[src/rtl/issue_hazard_ctrl.sv]
// In-order issue controller: holds back instructions whose sources are still in flight
// in the non-forwarding datapath, issuing NOP bubbles (32'h0) until the result lands.
//
// state | meaning
// IDLE  | nothing presented, scoreboard empty
// RUN   | issuing instructions without hazard
// STALL | presented instruction blocked by a RAW hazard, bubbles issued
// DRAIN | no instruction presented, in-flight writes still retiring
module issue_hazard_ctrl #(
  parameter int PIPE_DEPTH = 3,
  parameter int REG_AW     = 5,
  parameter int INSTR_W    = 32
) (
  input  logic               clk,
  input  logic               rst,
  input  logic [INSTR_W-1:0] instr_in,
  input  logic               instr_valid,
  output logic               instr_ready,
  output logic [INSTR_W-1:0] issue_instr,
  output logic               issue_valid,
  output logic [15:0]        stall_count,
  output logic               busy
);

  typedef enum logic [1:0] {IDLE, RUN, STALL, DRAIN} state_t;

  state_t state, state_nxt;

  logic [PIPE_DEPTH-1:0] sb_v;
  logic [REG_AW-1:0]     sb_rd [PIPE_DEPTH];

  logic [5:0]        opcode;
  logic [REG_AW-1:0] rd, rs, rt;
  logic              is_nop, r_type, writes;
  logic              rs_hit, rt_hit, hazard, accept, sb_empty;

  assign opcode = instr_in[INSTR_W-1 -: 6];
  assign rd     = instr_in[21 +: REG_AW];
  assign rs     = instr_in[16 +: REG_AW];
  assign rt     = instr_in[11 +: REG_AW];
  assign is_nop = (opcode == 6'd0);
  assign r_type = !opcode[3];
  assign writes = !is_nop && (rd != '0);

  // Every slot is compared, including the one about to shift out this cycle.
  always_comb begin
    rs_hit = 1'b0;
    rt_hit = 1'b0;
    for (int i = 0; i < PIPE_DEPTH; i++) begin
      if (sb_v[i] && (sb_rd[i] == rs)) rs_hit = 1'b1;
      if (sb_v[i] && (sb_rd[i] == rt)) rt_hit = 1'b1;
    end
  end

  assign hazard      = instr_valid && !is_nop &&
                       (((rs != '0) && rs_hit) || (r_type && (rt != '0) && rt_hit));
  assign instr_ready = !rst && !hazard;
  assign accept      = instr_valid && instr_ready;
  assign sb_empty    = (sb_v == '0);
  assign busy        = (state != IDLE);

  always_ff @(posedge clk) begin
    if (rst) begin
      sb_v <= '0;
      for (int i = 0; i < PIPE_DEPTH; i++) sb_rd[i] <= '0;
    end else begin
      sb_v     <= {sb_v[PIPE_DEPTH-2:0], accept && writes};
      sb_rd[0] <= rd;
      for (int i = 1; i < PIPE_DEPTH; i++) sb_rd[i] <= sb_rd[i-1];
    end
  end

  always_ff @(posedge clk) begin
    if (rst) begin
      issue_instr <= '0;
      issue_valid <= 1'b0;
      stall_count <= '0;
      state       <= IDLE;
    end else begin
      issue_instr <= accept ? instr_in : '0;
      issue_valid <= accept && !is_nop;
      if (hazard && (stall_count != 16'hFFFF)) stall_count <= stall_count + 16'd1;
      state       <= state_nxt;
    end
  end

  always_comb begin
    state_nxt = state;
    case (state)
      IDLE: begin
        if (instr_valid) state_nxt = hazard ? STALL : RUN;
      end
      RUN: begin
        if (hazard)            state_nxt = STALL;
        else if (!instr_valid) state_nxt = sb_empty ? IDLE : DRAIN;
      end
      STALL: begin
        if (!hazard && instr_valid) state_nxt = RUN;
        else if (!instr_valid)      state_nxt = sb_empty ? IDLE : DRAIN;
      end
      DRAIN: begin
        if (instr_valid)   state_nxt = hazard ? STALL : RUN;
        else if (sb_empty) state_nxt = IDLE;
      end
      default: state_nxt = IDLE;
    endcase
  end

endmodule
[config.mk]
export PLATFORM = sky130hd
export DESIGN_NAME = issue_hazard_ctrl
export DESIGN_NICKNAME = d
export VERILOG_FILES = /design/src/rtl/issue_hazard_ctrl.sv
export SDC_FILE = /design/constraint.sdc
export NUM_CORES = 1
export LEC_CHECK = 0
export BUFFER_PORTS_ARGS = -buffer_cell sky130_fd_sc_hd__buf_2
export CAP_MARGIN = 15
export CORE_MARGIN = 2
export CORE_UTILIZATION = 45
export CTS_CLUSTER_SIZE = 20
export DETAILED_ROUTE_END_ITERATION = 12
export PLACE_DENSITY_LB_ADDON = 0.15
export SYNTH_ARGS = -nofsm -noshare
export SYNTH_HDL_FRONTEND = slang
export SYNTH_SLANG_ARGS = --single-unit
[constraint.sdc]
create_clock -name clk -period 2 [get_ports clk]
set_input_delay 0 -clock clk [delete_from_list [all_inputs] [get_ports clk]]
set_output_delay 0 -clock clk [all_outputs]
set_load 0.02 [all_outputs]
==> results by stage <==
Outcome:
- The run finished, with violations left.
- The checks that failed: setup timing.

Pwr:
- The internal power of the cells totals 0.00216 W.
- IR analysis of the VDD net gives a maximum drop of 0.457 mV.
- Of the total power, the share spent switching nets is 0.255.
- Of the total power, registers draw 0.496.
- Of the total power, combinational logic draws 0.112.
- The total power per unit cell area is 706 nW/um^2.
- The net switching power of the design is 0.000741 W.
- The part of the power in the clock network is 0.392.
- The cell leakage power is 1.81 nW.

Finish:
- For this run, the post-layout net count is 457.
- The number of fill cells in the layout is 470.
- The area growth from synthesis to layout is 50.3%.
- The number of diodes is 0.
- The share of cells above drive strength 1 is 0.366.

Drt:
- The count of TritonRoute iterations in the first routing pass is 4.
- The number of vias per cell after detailed routing is 4.91.
- The detailed router finished its first iteration with 124 violations.
- The number of antenna-violating nets in the routed design is 0.
- In the routed design, unresolved DRC markers number 0.
- The post-detailed-routing wire length is 7140 um.
- The routed layout has 2458 vias.
- The wire length per cell after detailed routing is 14.3 um.

Worst hold path:
- The type of the tightest min-delay check is in2reg.
- The beginning of the worst hold path is instr_in[18].
- Counting instances, the worst hold path has a depth of 3.
- The endpoint of the worst hold-timing path is issue_instr[18]$_SDFF_PP0_.

Placement:
- The count of input and output buffers is 85.
- The congestion estimate from routability-driven global placement came to 0.853.
- The wire-length estimate of the detail-placed layout is 4420 um.

Synthesis:
- Sorting the synthesized cells by area gives the leading types as sky130_fd_sc_hd__dfxtp_1 (50%), sky130_fd_sc_hd__and2_1 (7.8%), sky130_fd_sc_hd__nor2b_1 (5.5%).
- The number of warnings printed during yosys synthesis is 0.
- In this run the cell area of the synthesized design comes to 2740 um^2.
- The cell type with the highest aggregate area in the netlist is sky130_fd_sc_hd__dfxtp_1.
- The area share of the largest cell type after synthesis is 0.505.
- Yosys instantiated no cell more often than sky130_fd_sc_hd__dfxtp_1.
- The gate count after technology mapping is 279.
- The number of flip-flops and latches in the synthesized netlist is 69.
- For this run, asynchronously set or reset flops after synthesis account for 0.
- The synthesized design contains 0 enable-type register cells.
- Synthesis produced a netlist with a net count of 315.
- Among all flip-flop cells after synthesis, the most frequent one is sky130_fd_sc_hd__dfxtp_1.
- Averaged over all synthesized cells, the footprint is 9.81 um^2.
- For this run, the register share of the synthesized area comes to 0.505.
- The number of distinct library cell variants in the gate-level netlist after synthesis is 40.
- The commonest cells after synthesis are sky130_fd_sc_hd__dfxtp_1 (69), sky130_fd_sc_hd__and2_1 (34), sky130_fd_sc_hd__nor2b_1 (24).

Timing:
- The worst-margin pin slew is 0.549 ns.
- Setup violations remaining at the end of the flow were counted as 6.
- The portion of the clock cycle consumed by the worst path in the final layout is 1.02.
- The routed design could run at a clock period as short as 2.05 ns.
- After routing, the total negative slack on setup checks comes to -0.141 ns.
- The maximum clock rate is 0.488 GHz.
- The smallest setup slack after layout is -0.0474 ns.
- The worst slack on hold paths is 0.0494 ns.
- Setup repair after global routing could not meet its margin everywhere.
- On the final layout, the worst clock skew is 0.0127 ns.
- The count of final hold-check violations was 0.
- Headroom to the max-slew limit came out at 0.633.
- The count of final max-slew check failures is 0.

Job:
- The tool flagged a number of max-cap violations equal to 0.

Clock network:
- The count of H-tree levels built during CTS is 3.
- The clock passes through at most 2 buffers.
- The clock sink total is 69.
- TritonCTS built the clock tree.
- CTS placed an instance of sky130_fd_sc_hd__clkbuf_8 at the clock tree root.
- Counting the buffers created by CTS gives 9.
- Clock latency on the worst-skew pair, taken at its later pin, is 0.34 ns.
- Clock-pin slew was measured on the worst setup and hold paths at 0.08 ns.

Global route:
- The initial antenna violation count is 0.
- The via count of the first global-routing pass is 2365.
- The global-route usage over all layers is 0.213.
- The first-pass GRT wire length is 10800 um.
- Entering global routing, the biggest net connects 35 pins.
- Summed over all layers, the global routing overflow is 0.

Floorplan:
- The total die area is 6720 um^2.
- 86 I/O pins were placed.
- The area of the placeable core is 5890 um^2.
- The starting density of the core is 0.465.
- The floorplan has 28 rows.
- The die span in y is 82.0 um.
- Measured along the x axis, the die boundary spans 82.0 um.

Setup path:
- Counting cells, the worst reg-to-reg path comes to 8.
- Across all register-to-register paths, the minimum setup slack is -0.05 ns.
- For the worst setup path, the data required time is 2.23 ns.
- The worst setup path is captured at a register.
- The worst reg2reg path endpoint is stall_count[8]$_SDFFE_PP0P_.
- The category of the worst setup path launch point is a register.
- The largest fanout of any net on the critical path is 11.
- The endpoint arrival time on the critical path is 2.28 ns.
- The critical path is of the reg2reg type.
- The source of the worst register-to-register timing path is sb_rd[0][3]$_SDFF_PP0_.
-- registers in the layout, summed over array words and instances (netlist names) --
| signal | cells |
|---|---|
| issue_instr | 32 |
| issue_valid | 1 |
| sb_rd | 15 |
| sb_v | 3 |
| stall_count | 16 |
| state | 2 |
-- repair_timing --
action / in CTS / in global routing
cloned: 0 / 2
hold buffers: 32 / 1
gates resized for setup: 14 / 20
setup buffers: 0 / 2
pin swaps: 2 / 3
setup endpoints to repair: 13 / 49
endpoints found under the hold margin: 41 / 1
-- how the worst max path moves through the flow --
stage                            from                           end  slack, ns  cells after the start
5_1_grt        sb_rd[0][3]$_SDFF_PP0_  stall_count[10]$_SDFFE_PP0P_      -0.15                      9
3_5_place_dp   sb_rd[0][1]$_SDFF_PP0_   stall_count[4]$_SDFFE_PP0P_      -0.16                      8
6_report       sb_rd[0][3]$_SDFF_PP0_   stall_count[8]$_SDFFE_PP0P_      -0.05                      8
4_1_cts        sb_rd[0][2]$_SDFF_PP0_   stall_count[6]$_SDFFE_PP0P_      -0.04                      8
2_1_floorplan  sb_rd[0][2]$_SDFF_PP0_  stall_count[12]$_SDFFE_PP0P_       0.05                      8
3_3_place_gp   sb_rd[0][2]$_SDFF_PP0_   stall_count[6]$_SDFFE_PP0P_      -0.07                      8
-- worst max-delay path: stages, from the launching register on --
cell and delay [ns]:
sky130_fd_sc_hd__dfxtp_2 0.33, sky130_fd_sc_hd__xor2_1 0.14, sky130_fd_sc_hd__nor4_1 0.26, sky130_fd_sc_hd__and3_1 0.18
sky130_fd_sc_hd__o21ai_1 0.06, sky130_fd_sc_hd__a2bb2oi_2 0.15, sky130_fd_sc_hd__buf_12 0.17, sky130_fd_sc_hd__nor4_2 0.28
sky130_fd_sc_hd__mux2_2 0.36
-- layer usage --
layer	up-vias	part of all wire	track usage	wire length, um
met5	-	0	0	0
met4	0	0.0098	0.0733	70
met3	7	0.048	0.0495	340
met2	83	0.49	0.366	3470
met1	1135	0.46	0.260	3260
li1	1233	-	-	-
-- kinds of logic after synthesis --
group / share of synthesized area
simple gates: 0.284
flops: 0.505
xor+xnor: 0.0960
compound gates: 0.0576
buf+inv: 0.0242
mux: 0.0283
fa+ha+maj: 0.00457
-- final cells by class --
type / count / area (um^2) / share of cell area
repair buffers: 142 / 988 / 0.240
flip-flops and latches: 69 / 1390 / 0.337
inverters: 3 / 11.3 / 0.00274
clock buffers: 9 / 124 / 0.0301
clock inverters: 7 / 73.8 / 0.0179
multi-input cells: 196 / 1440 / 0.349
well taps: 75 / 93.8 / 0.0228
-- placed cells by master, fill, tap and decap left out, drive strengths merged, types with 2 or more instances in the layout --
| cell type | synthesis | layout |
|---|---|---|
| xnor2 | 14 | 14 |
| nor4 | 8 | 8 |
| nand2 | 12 | 12 |
| clkbuf | 5 | 10 |
| a31oi | 2 | 2 |
| nand2b | 2 | 2 |
| o21ai | 6 | 6 |
| and2 | 34 | 34 |
| xor2 | 16 | 16 |
| buf | 6 | 108 |
| mux2 | 6 | 6 |
| clkinv | 0 | 4 |
| a21oi | 9 | 9 |
| nor2b | 24 | 24 |
| inv | 3 | 4 |
| dlygate4sd3 | 0 | 33 |
| dfxtp | 69 | 69 |
| or4 | 5 | 5 |
| and3 | 3 | 3 |
| nor3 | 4 | 4 |
| o31ai | 3 | 3 |
| nor2 | 11 | 11 |
| nand4 | 4 | 4 |
| or3 | 6 | 6 |
| nand3 | 9 | 9 |
| nor4b | 4 | 4 |
-- power by group through the flow --
stage	clock network, W	registers [W]	logic [W]
detailed placement	0	0.00147	0.000265
global route	0.00123	0.00144	0.000355
finish	0.00114	0.00144	0.000326
CTS	0.00115	0.00144	0.000317
floorplan	0	0.00150	0.000109
global placement	0	0.00147	0.000261
-- metrics by stage --
step	cell area (um^2)	total power, W	std cells	setup WS [ns]	util
2_1_floorplan	2740	0.00161	279	0.0514	-
3_3_place_gp	3380	0.00173	448	-0.0712	0.575
3_5_place_dp	3380	0.00174	448	-0.159	0.575
4_1_cts	3980	0.00290	496	-0.0358	0.676
5_1_grt	4110	0.00303	501	-0.148	0.699
6_report	4110	0.00290	501	-0.0474	0.699
(Power assumes the default switching activity.)
